### config.mk
export PLATFORM = sky130hd
export DESIGN_NAME = reset_btn_ctrl_flat
export DESIGN_NICKNAME = d
export VERILOG_FILES = /design/src/rtl/reset_btn_ctrl_if.sv /design/src/rtl/reset_btn_ctrl.sv /design/src/flat_wrapper.sv
export SDC_FILE = /design/constraint.sdc
export NUM_CORES = 1
export LEC_CHECK = 0
export BUFFER_PORTS_ARGS = -buffer_cell sky130_fd_sc_hd__clkbuf_2
export CORE_MARGIN = 2
export CORE_UTILIZATION = 55
export DETAILED_ROUTE_END_ITERATION = 6
export PLACE_DENSITY = 0.72
export SETUP_SLACK_MARGIN = 0.05
export SKIP_CTS_REPAIR_TIMING = 1
export SYNTH_ARGS = -nofsm -noshare
export SYNTH_HDL_FRONTEND = slang
export SYNTH_SLANG_ARGS = --single-unit
### constraint.sdc
create_clock -name clk_i -period 2.7 [get_ports clk_i]
set_clock_uncertainty 0.2 [all_clocks]
set_input_delay 0.54 -clock clk_i [delete_from_list [all_inputs] [get_ports clk_i]]
set_output_delay 0.54 -clock clk_i [all_outputs]
set_load 0.01 [all_outputs]
### src/rtl/reset_btn_ctrl_if.sv
// Button/lock/reset bundle between reset_btn_ctrl and the board top.
// slave = controller side, master = board/soc side.
interface reset_btn_ctrl_if #(
  parameter int unsigned NUM_BTNS  = 7,
  parameter int unsigned NUM_LOCKS = 2
);
  logic [NUM_LOCKS-1:0] locked_i;
  logic [NUM_BTNS-1:0]  btn_i;
  logic [NUM_BTNS-1:0]  btn_o;
  logic [NUM_BTNS-1:0]  press_o;
  logic [NUM_BTNS-1:0]  release_o;
  logic [NUM_BTNS-1:0]  long_o;
  logic                 reset_o;
  logic                 ready_o;

  modport slave (
    input  locked_i, btn_i,
    output btn_o, press_o, release_o, long_o, reset_o, ready_o
  );

  modport master (
    output locked_i, btn_i,
    input  btn_o, press_o, release_o, long_o, reset_o, ready_o
  );
endinterface

### src/rtl/reset_btn_ctrl.sv
// Board reset sequencer and button conditioner: synchronise, debounce, stretch.
// Optional long-press detection enabled by defining LONG_PRESS_EN.
module reset_btn_ctrl #(
  parameter int unsigned           NUM_BTNS          = 7,
  parameter logic [NUM_BTNS-1:0]   BTN_POL           = 7'b0000001,
  parameter int unsigned           NUM_LOCKS         = 2,
  parameter int unsigned           RESET_BTN         = 0,
  parameter int unsigned           DEBOUNCE_CYCLES   = 400_000,
  parameter int unsigned           RESET_HOLD_CYCLES = 65_536,
  parameter int unsigned           LONG_PRESS_CYCLES = 40_000_000
) (
  input  logic              clk_i,
  input  logic              reset_n_i,
  reset_btn_ctrl_if.slave   bus
);

  localparam int unsigned DBW = $clog2(DEBOUNCE_CYCLES + 1);
  localparam int unsigned HW  = $clog2(RESET_HOLD_CYCLES + 1);

  if (DEBOUNCE_CYCLES < 2) begin : g_chk_db
    $error("DEBOUNCE_CYCLES must be >= 2");
  end
  if (RESET_HOLD_CYCLES < 1) begin : g_chk_hold
    $error("RESET_HOLD_CYCLES must be >= 1");
  end
  if (LONG_PRESS_CYCLES <= DEBOUNCE_CYCLES) begin : g_chk_long
    $error("LONG_PRESS_CYCLES must exceed DEBOUNCE_CYCLES");
  end

  typedef enum logic [1:0] {
    ST_WAIT_LOCK,
    ST_STRETCH,
    ST_RUN
  } state_t;

  logic [NUM_BTNS-1:0]  r_btn_s1, r_btn_s2;
  logic [NUM_LOCKS-1:0] r_lock_s1, r_lock_s2;
  logic [NUM_BTNS-1:0]  r_btn, r_press, r_rel;
  logic [DBW-1:0]       r_db_cnt [NUM_BTNS];
  state_t               r_state;
  logic [HW-1:0]        r_hold;
  logic                 r_reset, r_ready;

  logic [NUM_BTNS-1:0]  w_pressed;
  logic                 w_fault;

  // Two-flop synchronisers; button stages reset to the "released" level
  always_ff @(posedge clk_i) begin
    if (!reset_n_i) begin
      r_btn_s1  <= BTN_POL;
      r_btn_s2  <= BTN_POL;
      r_lock_s1 <= '0;
      r_lock_s2 <= '0;
    end else begin
      r_btn_s1  <= bus.btn_i;
      r_btn_s2  <= r_btn_s1;
      r_lock_s1 <= bus.locked_i;
      r_lock_s2 <= r_lock_s1;
    end
  end

  assign w_pressed = r_btn_s2 ^ BTN_POL;
  assign w_fault   = ~(&r_lock_s2) | r_btn[RESET_BTN];

  // Per-button debounce: any agreement with the current state restarts the count
  always_ff @(posedge clk_i) begin
    if (!reset_n_i) begin
      r_btn   <= '0;
      r_press <= '0;
      r_rel   <= '0;
      for (int unsigned i = 0; i < NUM_BTNS; i++) r_db_cnt[i] <= '0;
    end else begin
      for (int unsigned i = 0; i < NUM_BTNS; i++) begin
        r_press[i] <= 1'b0;
        r_rel[i]   <= 1'b0;
        if (w_pressed[i] == r_btn[i]) begin
          r_db_cnt[i] <= '0;
        end else if (r_db_cnt[i] == DBW'(DEBOUNCE_CYCLES - 1)) begin
          r_btn[i]    <= w_pressed[i];
          r_press[i]  <= w_pressed[i];
          r_rel[i]    <= ~w_pressed[i];
          r_db_cnt[i] <= '0;
        end else begin
          r_db_cnt[i] <= r_db_cnt[i] + DBW'(1);
        end
      end
    end
  end

  // Reset sequencer; a fault always wins over the stretch terminal count
  always_ff @(posedge clk_i) begin
    if (!reset_n_i) begin
      r_state <= ST_WAIT_LOCK;
      r_hold  <= '0;
      r_reset <= 1'b1;
      r_ready <= 1'b0;
    end else begin
      case (r_state)
        ST_WAIT_LOCK: begin
          if (!w_fault) begin
            r_state <= ST_STRETCH;
            r_hold  <= '0;
          end
        end
        ST_STRETCH: begin
          if (w_fault) begin
            r_state <= ST_WAIT_LOCK;
          end else if (r_hold == HW'(RESET_HOLD_CYCLES - 1)) begin
            r_state <= ST_RUN;
            r_reset <= 1'b0;
            r_ready <= 1'b1;
          end else begin
            r_hold <= r_hold + HW'(1);
          end
        end
        ST_RUN: begin
          if (w_fault) begin
            r_state <= ST_WAIT_LOCK;
            r_reset <= 1'b1;
            r_ready <= 1'b0;
          end
        end
        default: begin
          r_state <= ST_WAIT_LOCK;
          r_reset <= 1'b1;
          r_ready <= 1'b0;
        end
      endcase
    end
  end

`ifdef LONG_PRESS_EN
  localparam int unsigned LW = $clog2(LONG_PRESS_CYCLES + 1);

  logic [LW-1:0]       r_lp_cnt [NUM_BTNS];
  logic [NUM_BTNS-1:0] r_long;

  // Saturating hold counter parks at LONG_PRESS_CYCLES so each press pulses once
  always_ff @(posedge clk_i) begin
    if (!reset_n_i) begin
      r_long <= '0;
      for (int unsigned i = 0; i < NUM_BTNS; i++) r_lp_cnt[i] <= '0;
    end else begin
      for (int unsigned i = 0; i < NUM_BTNS; i++) begin
        r_long[i] <= 1'b0;
        if (!r_btn[i]) begin
          r_lp_cnt[i] <= '0;
        end else if (r_lp_cnt[i] == LW'(LONG_PRESS_CYCLES - 1)) begin
          r_long[i]   <= 1'b1;
          r_lp_cnt[i] <= LW'(LONG_PRESS_CYCLES);
        end else if (r_lp_cnt[i] != LW'(LONG_PRESS_CYCLES)) begin
          r_lp_cnt[i] <= r_lp_cnt[i] + LW'(1);
        end
      end
    end
  end

  assign bus.long_o = r_long;
`else
  assign bus.long_o = '0;
`endif

  assign bus.btn_o     = r_btn;
  assign bus.press_o   = r_press;
  assign bus.release_o = r_rel;
  assign bus.reset_o   = r_reset;
  assign bus.ready_o   = r_ready;

endmodule

### src/flat_wrapper.sv
// flat-port wrapper written by rule: the top's interface ports become plain ports
module reset_btn_ctrl_flat 
#(
  parameter int unsigned           NUM_BTNS          = 7,
  parameter logic [NUM_BTNS-1:0]   BTN_POL           = 7'b0000001,
  parameter int unsigned           NUM_LOCKS         = 2,
  parameter int unsigned           RESET_BTN         = 0,
  parameter int unsigned           DEBOUNCE_CYCLES   = 400_000,
  parameter int unsigned           RESET_HOLD_CYCLES = 65_536,
  parameter int unsigned           LONG_PRESS_CYCLES = 40_000_000
)
  (clk_i, reset_n_i, bus_locked_i, bus_btn_i, bus_btn_o, bus_press_o, bus_release_o, bus_long_o, bus_reset_o, bus_ready_o);
  reset_btn_ctrl_if #(.NUM_BTNS(NUM_BTNS), .NUM_LOCKS(NUM_LOCKS)) bus_i ();
  input  logic clk_i;
  input  logic reset_n_i;
  input wire logic [$bits(bus_i.locked_i)-1:0] bus_locked_i;
  input wire logic [$bits(bus_i.btn_i)-1:0] bus_btn_i;
  output wire logic [$bits(bus_i.btn_o)-1:0] bus_btn_o;
  output wire logic [$bits(bus_i.press_o)-1:0] bus_press_o;
  output wire logic [$bits(bus_i.release_o)-1:0] bus_release_o;
  output wire logic [$bits(bus_i.long_o)-1:0] bus_long_o;
  output wire logic [$bits(bus_i.reset_o)-1:0] bus_reset_o;
  output wire logic [$bits(bus_i.ready_o)-1:0] bus_ready_o;
  assign bus_i.locked_i = bus_locked_i;
  assign bus_i.btn_i = bus_btn_i;
  assign bus_btn_o = bus_i.btn_o;
  assign bus_press_o = bus_i.press_o;
  assign bus_release_o = bus_i.release_o;
  assign bus_long_o = bus_i.long_o;
  assign bus_reset_o = bus_i.reset_o;
  assign bus_ready_o = bus_i.ready_o;
  reset_btn_ctrl #(.NUM_BTNS(NUM_BTNS), .BTN_POL(BTN_POL), .NUM_LOCKS(NUM_LOCKS), .RESET_BTN(RESET_BTN), .DEBOUNCE_CYCLES(DEBOUNCE_CYCLES), .RESET_HOLD_CYCLES(RESET_HOLD_CYCLES), .LONG_PRESS_CYCLES(LONG_PRESS_CYCLES)) u_core (.clk_i(clk_i), .reset_n_i(reset_n_i), .bus(bus_i));
endmodule
# Word level (Yosys, flattened, before mapping)
# Memories as Yosys holds them, arrays and structs flattened.
# Cells that the tools add are included.
# W data, S select, Z words.
# word_totals
register_bits	60
ramBits	133
input_bits	11
output_inout_bits	30
elab_cells	243
mem_count	1
# classes
n_addsub	8
n_eq_ne	23
n_mux	116
bitwise_logic	46
reduce_logical	20
# memory_table
memory	depth	width	rd	rd_clocked_by_memory_dff	wr	line	rtl
u_core.r_db_cnt	7	19	7	0	7	reset_btn_ctrl.sv:39	logic [DBW-1:0] r_db_cnt [NUM_BTNS];
# op_table
op	n
$mux W19	21
$add A19 B1 Y19 const B	7
$eq A19 B19 Y1 const B	7
$mux W1	84
$mux W17	3
$pmux W17 S2	1
$not A1 Y1	24
$or A1 B1 Y1	22
$reduce_or A3 Y1	7
$add A17 B1 Y17 const B	1
$eq A17 B16 Y1 const B	1
$reduce_and A2 Y1	8
$mux W2	4
$reduce_and A4 Y1	2
$eq A1 B1 Y1	7
$ne A2 B2 Y1 const B	3
$pmux W1 S3	2
$pmux W2 S3	1
$ne A2 B1 Y1 const B	2
$ne A3 B1 Y1 const B	1
$reduce_and A3 Y1	1
$eq A2 B1 Y1 const B	1
$eq A2 B2 Y1 const B	1
$logic_not A2 Y1	1
$reduce_bool A2 Y1	1

# Logic depth before layout (Yosys ltp)
# Gate-level depths: netlist of the first run.
# depth
word_depth	8
mapped_depth	9
depth_no_buf	8

# Worst setup path before layout of the first run
# No wires, ideal clock.
# synth_path
kind	register -> register
startpoint	register u_core.r_hold[5]
endpoint	register u_core.r_hold[14]
setup_time_ns	0.072
t_arrival_ns	2.089
t_required_ns	2.428
slack_ns	0.339
path_stages_with_launch	9
path_buffers	0
period_less_slack_ns	2.361
cell_sequence	dfxtp_1 > and4_1 > nand3_1 > nor3_1 > ha_1 > a21oi_2 > nand3_1 > or4_1 > a21oi_1
# synth_between
elab_chain_cells	4
word_cells_on_any_way	7
cone_classes	add/sub (1); eq/ne (2); mux (3); reduce/logical (1)
# synth_lines
element	line	rtl
start, declared	reset_btn_ctrl.sv:41	logic [HW-1:0] r_hold;
start signal, assigned	reset_btn_ctrl.sv:113	r_hold <= r_hold + HW'(1);
$add A17 B1 Y17	reset_btn_ctrl.sv:113	
$mux W17	reset_btn_ctrl.sv:108	end else if (r_hold == HW'(RESET_HOLD_CYCLES - 1)) begin
$mux W17	reset_btn_ctrl.sv:106	if (w_fault) begin
$pmux W17 S2	reset_btn_ctrl.sv:98	case (r_state)
# Several ways; a longest one is shown, not always the timed one. The select of a mux whose other input is x is not followed.
# A chain may end at the register's enable or synchronous reset.

# Final worst setup path of the first run
# layout_path
startpoint	register u_core.r_hold[4]
endpoint	register u_core.r_hold[14]
# Same word-level chain as after synthesis.

==> results of run 1 <==
[power groups by stage]
stage | Clock (mW) | Combinational (mW) | Sequential [mW]
after global placement | 0 | 0.228 | 3.43
final | 2.40 | 0.236 | 3.37
after detailed placement | 0 | 0.230 | 3.44
after CTS | 2.45 | 0.232 | 3.37
after global routing | 2.57 | 0.274 | 3.39
after floorplan | 0 | 0.200 | 3.40
[metrics by stage]
step | hold WS, ns | instances
after floorplan | 0.1863 | 1090
after global placement | 0.2183 | 1330
after detailed placement | 0.2184 | 1330
after CTS | 0.07147 | 1362
after global routing | 0.07902 | 1362
final | 0.07956 | 1362
[routing by layer]
metal  vias to the layer above  part of all wire  GRT usage
met5                         -                 0          0
met4                         0            0.0094    0.04983
met3                        14             0.034    0.04667
met2                       101              0.49     0.3314
met1                      3359              0.47     0.2625
li1                       3705                 -          -
[cells in the mapped netlist (11+ instances only)]
library cell | instances | area share
clkbuf_1 | 13 | 0.0050
o21ai_0 | 19 | 0.0098
nand2_1 | 50 | 0.019
buf_2 | 11 | 0.0057
or4_1 | 12 | 0.0093
or3_1 | 17 | 0.011
and2_1 | 22 | 0.014
nand3_1 | 57 | 0.029
inv_1 | 27 | 0.010
edfxtp_1 | 133 | 0.41
xnor2_1 | 75 | 0.067
nor2_1 | 142 | 0.055
nor3_1 | 37 | 0.019
dfxtp_1 | 60 | 0.12
and3_1 | 21 | 0.013
nand4_1 | 45 | 0.029
xor2_1 | 32 | 0.029
nor4_1 | 32 | 0.021
a21oi_1 | 29 | 0.015
[registers in the layout (all words and copies together) (netlist names)]
name	cells
u_core.r_lock_s1	2
u_core.r_lock_s2	2
u_core.r_hold	17
u_core.bus.btn_o	7
u_core.r_state	2
u_core.bus.reset_o	1
u_core.r_btn_s2	7
u_core.bus.press_o	7
u_core.r_db_cnt	133
u_core.r_btn_s1	7
u_core.bus.release_o	7
u_core.bus.ready_o	1
[area by class of cell]
type	count	area, sq um	share of cell area
Clock buffer	22	485.5	0.04326
Clock inverter	10	71.32	0.006354
Inverter	27	101.3	0.009030
Multi-Input combinational cell	838	4806	0.4282
Sequential cell	193	5195	0.4629
Tap cell	225	281.5	0.02508
Timing Repair Buffer	47	282.8	0.02519
[final timing paths]
kind / from / endpoint / cells past startpoint
hold reg to reg: u_core.r_btn_s1[1] / u_core.r_btn_s2[1] / 1
setup / recovery: u_core.r_hold[4] / u_core.r_hold[14] / 8
setup reg to reg: u_core.r_hold[4] / u_core.r_hold[14] / 8
hold / removal: bus_btn_i[0] / u_core.r_btn_s1[0] / 2
[layout by cell type, fill, tap and decap left out, types with 17 or more instances in the layout]
master / n
o21ai_0: 19
nand2_1: 50
clkbuf_16: 18
a21oi_1: 29
and2_1: 22
or3_1: 17
nor4_1: 32
and3_1: 21
conb_1: 140
dfxtp_1: 60
clkbuf_2: 33
nand3_1: 57
edfxtp_1: 133
xnor2_1: 75
nand4_1: 45
nor3_1: 37
nor2_1: 142
xor2_1: 32
inv_1: 27
[worst max-delay path, stage by stage (launching register included)]
cell and delay, ns:
dfxtp_1 0.33, and4_1 0.24, nand3_1 0.12, nor3_1 0.06
ha_1 0.25, a21oi_4 0.27, nand3_1 0.22, or4_1 0.51
a21oi_1 0.14
[logic make-up after synthesis]
logic type	synth area share
AND/OR/NAND/NOR	0.2699
flip-flops	0.5336
XOR/XNOR	0.09626
AO/OA/AOI/OAI	0.05334
buffers and inverters	0.02725
adder cells (fa/ha/maj)	0.01157
multiplexers	0.007326
other	0.0007714
==> out/metrics.yaml, run 1 <==
placement:
  dp_worst_setup_slack_ns: 0.2248
  hpwl_mm: 12.71
  placed_area_sq_um: 10660
  port_buffers: 33
  gp_congestion: 0.7999
sta:
  tightest_slew_ns: 0.5486
  finalHoldViolations: 0
  final.setup.tns_ns: 0
  slew_headroom: 0.6312
  period_share: 0.8903
  setup_viol: 0
  fmax_mhz: 416.0
  min_period_ns: 2.404
  timing.final.ws_setup_ns: 0.2963
  slew_viol_final: 0
  rsz0062_at_grt: "no"
logic_synthesis:
  ys_seq_area_frac: 0.5336
  synth_warnings: 0
  yosys_register_bits: 193
  synth_cell_types: 53
  syn_avg_cell_area_sq_um: 10.23
  async_reset_ff_frac: 0
  synthFlopType: "edfxtp_1"
  synth_edf_count: 133
  syn-instance-count: 952
  syn_area_sq_um: 9736
critical_path:
  worstPathRequired_ns: 2.87
  worstSetupPathType: "flip-flop to flip-flop"
  worstPathArrival_ns: 2.57
  end_kind: "flip-flop"
  start_kind: "flip-flop"
  cp_max_fo: 10
  r2r_setup_slack_ns: 0.30
power_and_ir_drop:
  p_leak_nw: 3.920
  power_switching_mw: 1.359
  seqPwrFrac: 0.562
  vdd_drop_max_mv: 0.5225
  clockPowerShare: 0.399
  power_density_nw_per_um2: 535.1
  swShare: 0.2264
  total_power_mw: 6.005
  combPwrFrac: 0.039
  intPower_mw: 4.646
global_route:
  grt_pass1_wl_mm: 30.02
  antenna_found_initial: 0
  grt.total_usage: 0.1990
  grt_max_degree: 36
  grt_overflow: 0
  first_global_vias: 6681
cts:
  root_buffer: "clkbuf_16"
  clkTransAtPathRegs_ns: 0.07
  tritoncts: "built"
  h-tree-depth: 4
  cts.sinks: 193
  cts_buffer_depth: 2
  numCtsBuffers: 17
  clk_latency_ns: 0.44
finish:
  utilization: 0.6489
  drive_gt1_frac: 0.08267
  fillerInstances: 1481
  layout.nets: 1144
  insertedDiodeCount: 0
  area_delta_synth_final_pct: 15.28
  stdcell_area_sq_um: 11220
min_path:
  hold_class: "primary input to flip-flop"
floorplan:
  dieHeight_microns: 137.0
  ioPinCount: 41
  rows: 48
  die_area_sq_um: 18780
  core_region_area_sq_um: 17300
  die_x_microns: 137.0
  start_util: 0.5629
drt:
  vias: 7179
  ant_nets: 0
  avgViaCountPerCell: 5.271
  wl_mm: 17.75
  wl_per_cell_microns: 13.03
  drcViolationCount: 0
  dr.pass1.iters: 7
  dr.first_iter.drc_count: 358
flow_run:
  maxCapViolations: 0
outcome:
  outcome: "finished, final reports clean"
Power figures use the tool's default switching activity.
==> run 2, diff against run 1 <==
- PLACE_DENSITY: 0.72 -> 0.75
==> out/metrics.yaml, run 2 (synthesis gave the netlist of run 1 again) <==
global_route:
  grt.total_usage: 0.1980
  grt_max_degree: 48
  first_global_vias: 6559
  antenna_found_initial: 0
  grt_pass1_wl_mm: 29.80
  grt_overflow: 0
cts:
  clk_latency_ns: 0.42
  cts_buffer_depth: 2
  cts.sinks: 193
  h-tree-depth: 4
  clkTransAtPathRegs_ns: 0.06
  root_buffer: "clkbuf_16"
  numCtsBuffers: 17
  tritoncts: "built"
critical_path:
  critPathMaxStageDelay_ns: 0.52
  cp_common_cell: "nand3_1"
  cp_cell_sequence: "and4_1, nand3_1, nor3_1, ha_1, a21oi_4, nand3_1, or4_1, a21oi_1"
  worstPathRequired_ns: 2.85
  slowest_stage: "or4_1"
  end_kind: "flip-flop"
  ff2ff_path_depth: 8
  worstSetupPathType: "flip-flop to flip-flop"
  worstPathArrival_ns: 2.63
  cp_max_fo: 10
  start_kind: "flip-flop"
  crit_path_start: "u_core.r_hold[4]"
  reg2reg_from: "u_core.r_hold[4]"
sta:
  tightest_slew_ns: 0.6562
  whs_ns: 0.1000
  final.setup.tns_ns: 0
  slew_headroom: 0.5625
  period_share: 0.9184
  setup_viol: 0
  rsz0062_at_grt: "no"
  finalHoldViolations: 0
  slew_viol_final: 0
  min_period_ns: 2.480
  fmax_mhz: 403.3
placement:
  hpwl_mm: 12.48
  placed_area_sq_um: 10660
  gp_congestion: 0.8202
  port_buffers: 33
finish:
  layout.nets: 1144
  final_cell_mix: "142 x nor2_1, 140 x conb_1, 133 x edfxtp_1, 75 x xnor2_1, 60 x dfxtp_1"
  final_common_cell: "nor2_1"
  largest_reg_flops: 133
  largest-register: "u_core.r_db_cnt"
  insertedDiodeCount: 0
  stdcell_area_sq_um: 11340
  drive_gt1_frac: 0.08179
  area_delta_synth_final_pct: 16.51
  reg.largest.list: "u_core.r_db_cnt: 133 flops, u_core.r_hold: 17 flops"
  utilization: 0.6558
floorplan:
  die_x_microns: 137.0
  core_region_area_sq_um: 17300
  die_area_sq_um: 18780
  rows: 48
  ioPinCount: 41
  start_util: 0.5629
  dieHeight_microns: 137.0
drt:
  dr.pass1.iters: 5
  vias: 7230
  wl_per_cell_microns: 12.97
  avgViaCountPerCell: 5.308
  dr.first_iter.drc_count: 419
  wl_mm: 17.67
  ant_nets: 0
  drcViolationCount: 0
power_and_ir_drop:
  p_leak_nw: 3.969
  power_density_nw_per_um2: 571.1
  total_power_mw: 6.479
  vdd_drop_max_mv: 0.5608
flow_run:
  maxCapViolations: 0
min_path:
  worstHoldStart: "bus_btn_i[0]"
  hold_class: "primary input to flip-flop"
  whs_path_depth: 2
outcome:
  outcome: "finished, final reports clean"
## run 2: per-stage QoR
step                      instances  setup slack [ns]
after floorplan                1090            0.3390
after global placement         1330            0.2401
after detailed placement       1330            0.1668
after CTS                      1362            0.1567
after global routing           1362           0.08711
final                          1362            0.2203
## run 2: worst max-delay path, delay by kind of cell (launching register included)
family,cells,cell delay [ns]
AOI/OAI and AO/OA,2,0.46
and+or+nand+nor,5,1.17
DFF,1,0.32
adders and majority gates,1,0.26
## run 2: routing by layer
layer,routed length (microns),part of all wire,global-route usage,vias up
li1,-,-,-,3691
met1,8291,0.47,0.2646,3413
met2,8604,0.49,0.3253,119
met3,647,0.037,0.04481,7
met4,127,0.0072,0.05326,0
met5,0,0,0,-
## run 2: final cells by class
class                      instances  area [sq um]
clock inverter                    12         236.5
fill                            1419          5953
inverter                          27         101.3
clock buffer                      20         436.7
timing repair buffer              47         282.8
sequential                       193          5195
tap                              225         281.5
multi-input combinational        838          4810
## run 2: worst paths after layout
kind	slack (ns)	to
worst max register to register	0.22	u_core.r_hold[14]
worst max-delay path	0.22	u_core.r_hold[14]
worst min-delay path	0.10	u_core.r_btn_s1[0]
worst min register to register	0.24	u_core.r_btn_s2[6]
## run 2: where the power goes
| group | switching [mW] | internal (mW) |
|---|---|---|
| Combinational | 0.141 | 0.0979 |
| Sequential | 0.116 | 3.26 |
| Clock | 1.04 | 1.82 |
==> run 3, diff against run 2 <==
- CORE_ASPECT_RATIO: unset -> 1.75
==> out/metrics.yaml, run 3 (synthesis gave the netlist of run 1 again) <==
power_and_ir_drop:
  swShare: 0.2364
  p_leak_nw: 3.942
  seqPwrFrac: 0.560
  combPwrFrac: 0.039
  clockPowerShare: 0.401
  total_power_mw: 6.024
  power_density_nw_per_um2: 534.9
  intPower_mw: 4.600
  power_switching_mw: 1.424
  vdd_drop_max_mv: 0.3918
finish:
  final_cell_mix: "142 x nor2_1, 140 x conb_1, 133 x edfxtp_1, 75 x xnor2_1, 60 x dfxtp_1"
  final_common_cell: "nor2_1"
  utilization: 0.6481
  stdcell_area_sq_um: 11260
  ff_latch_area_sq_um: 5195
  area_delta_synth_final_pct: 15.68
  largest-register: "u_core.r_db_cnt"
  reg.largest.list: "u_core.r_db_cnt: 133 flops, u_core.r_hold: 17 flops"
  insertedDiodeCount: 0
  layout.nets: 1149
  multi_input_area_sq_um: 4806
  stdcell_count: 1373
  fillerInstances: 1475
  drive_gt1_frac: 0.08757
  largest_reg_flops: 133
flow_run:
  maxCapViolations: 0
cts:
  clkTransAtPathRegs_ns: 0.07
  cts.sinks: 193
  cts_buffer_depth: 2
  numCtsBuffers: 17
  tritoncts: "built"
  h-tree-depth: 4
  root_buffer: "clkbuf_16"
  clk_latency_ns: 0.44
critical_path:
  worstSetupPathType: "flip-flop to flip-flop"
  end_kind: "flip-flop"
  worstPathArrival_ns: 2.61
  slowest_stage: "or4_1"
  worstPathRequired_ns: 2.87
  cp_cell_sequence: "and4_1, nand3_1, nor3_1, ha_1, a21oi_4, nand3_1, or4_1, a21oi_1"
  cp_max_fo: 10
  critPathMaxStageDelay_ns: 0.51
  cp_common_cell: "nand3_1"
  start_kind: "flip-flop"
floorplan:
  start_util: 0.5603
  core_region_area_sq_um: 17380
  dieHeight_microns: 180
  die_area_sq_um: 18820
  rows: 64
  die_x_microns: 104.6
  ioPinCount: 41
sta:
  slew_viol_final: 0
  fmax_mhz: 409.8
  period_share: 0.9039
  min_period_ns: 2.440
  finalHoldViolations: 0
  whs_ns: 0.08908
  rsz0062_at_grt: "no"
  final.setup.tns_ns: 0
  tightest_slew_ns: 0.5597
  slew_headroom: 0.6216
  setup_viol: 0
  timing.final.ws_setup_ns: 0.2596
global_route:
  grt.total_usage: 0.1954
  first_global_vias: 7091
  grt_pass1_wl_mm: 30.47
  grt_max_degree: 20
  grt_overflow: 0
  antenna_found_initial: 0
drt:
  ant_nets: 0
  drcViolationCount: 0
  met2WireLength_mm: 9.790
  dr.pass1.iters: 4
  wl_met3_microns: 497
  wl_per_cell_microns: 12.97
  topRoutingLayerUsed: "met4"
  dr.first_iter.drc_count: 234
  avgViaCountPerCell: 5.275
  met1_length_mm: 7.156
  vias: 7243
  wl_mm: 17.80
placement:
  dp_worst_setup_slack_ns: 0.2068
  hpwl_mm: 13.06
  gp_congestion: 0.9086
  placed_area_sq_um: 10690
  dp.cells: 1341
  port_buffers: 33
min_path:
  hold_class: "primary input to flip-flop"
outcome:
  outcome: "finished, final reports clean"
-- run 3: cell count changes in the layout (fill, tap and decap cells not counted), moves of 2 or more --
cell / previous run / this run
inv_8: 0 / 4
clkinv_4: 0 / 4
inv_6: 0 / 4
buf_4: 13 / 19
clkbuf_1: 3 / 1
bufinv_16: 7 / 0
clkinv_2: 3 / 1
-- run 3: power groups by stage --
stage          logic, mW  registers (mW)  clock network (mW)
6_report           0.234            3.37                2.42
5_1_grt            0.270            3.39                2.58
4_1_cts            0.231            3.37                2.49
3_5_place_dp       0.228            3.44                   0
3_3_place_gp       0.225            3.43                   0
2_1_floorplan      0.200            3.40                   0
-- run 3: worst paths after layout --
| kind | startpoint | to | slack [ns] | cells past startpoint |
|---|---|---|---|---|
| setup reg to reg | u_core.r_hold[3] | u_core.r_hold[14] | 0.26 | 8 |
| hold / removal | bus_btn_i[0] | u_core.r_btn_s1[0] | 0.09 | 2 |
| setup / recovery | u_core.r_hold[3] | u_core.r_hold[14] | 0.26 | 8 |
| hold reg to reg | u_core.r_btn_s1[0] | u_core.r_btn_s2[0] | 0.21 | 1 |
-- run 3: metal layers --
metal | track usage | vias to the layer above
li1 | - | 3699
met1 | 0.2090 | 3411
met2 | 0.3752 | 104
met3 | 0.02864 | 29
met4 | 0.08320 | 0
met5 | 0 | -
-- run 3: area by class of cell --
type	instances	share of cell area
Tap cell	231	0.02566
Inverter	27	0.008999
Clock inverter	13	0.01067
Timing Repair Buffer	52	0.02733
Clock buffer	19	0.03933
Sequential cell	193	0.4613
Multi-Input combinational cell	838	0.4267
-- run 3: worst max-delay path: cells and delay by family, from the launching register on --
kind	cells	cell delay, ns
AO/OA/AOI/OAI	2	0.43
adder cells (fa/ha/maj)	1	0.25
AND/OR/NAND/NOR	5	1.15
flip-flops	1	0.34
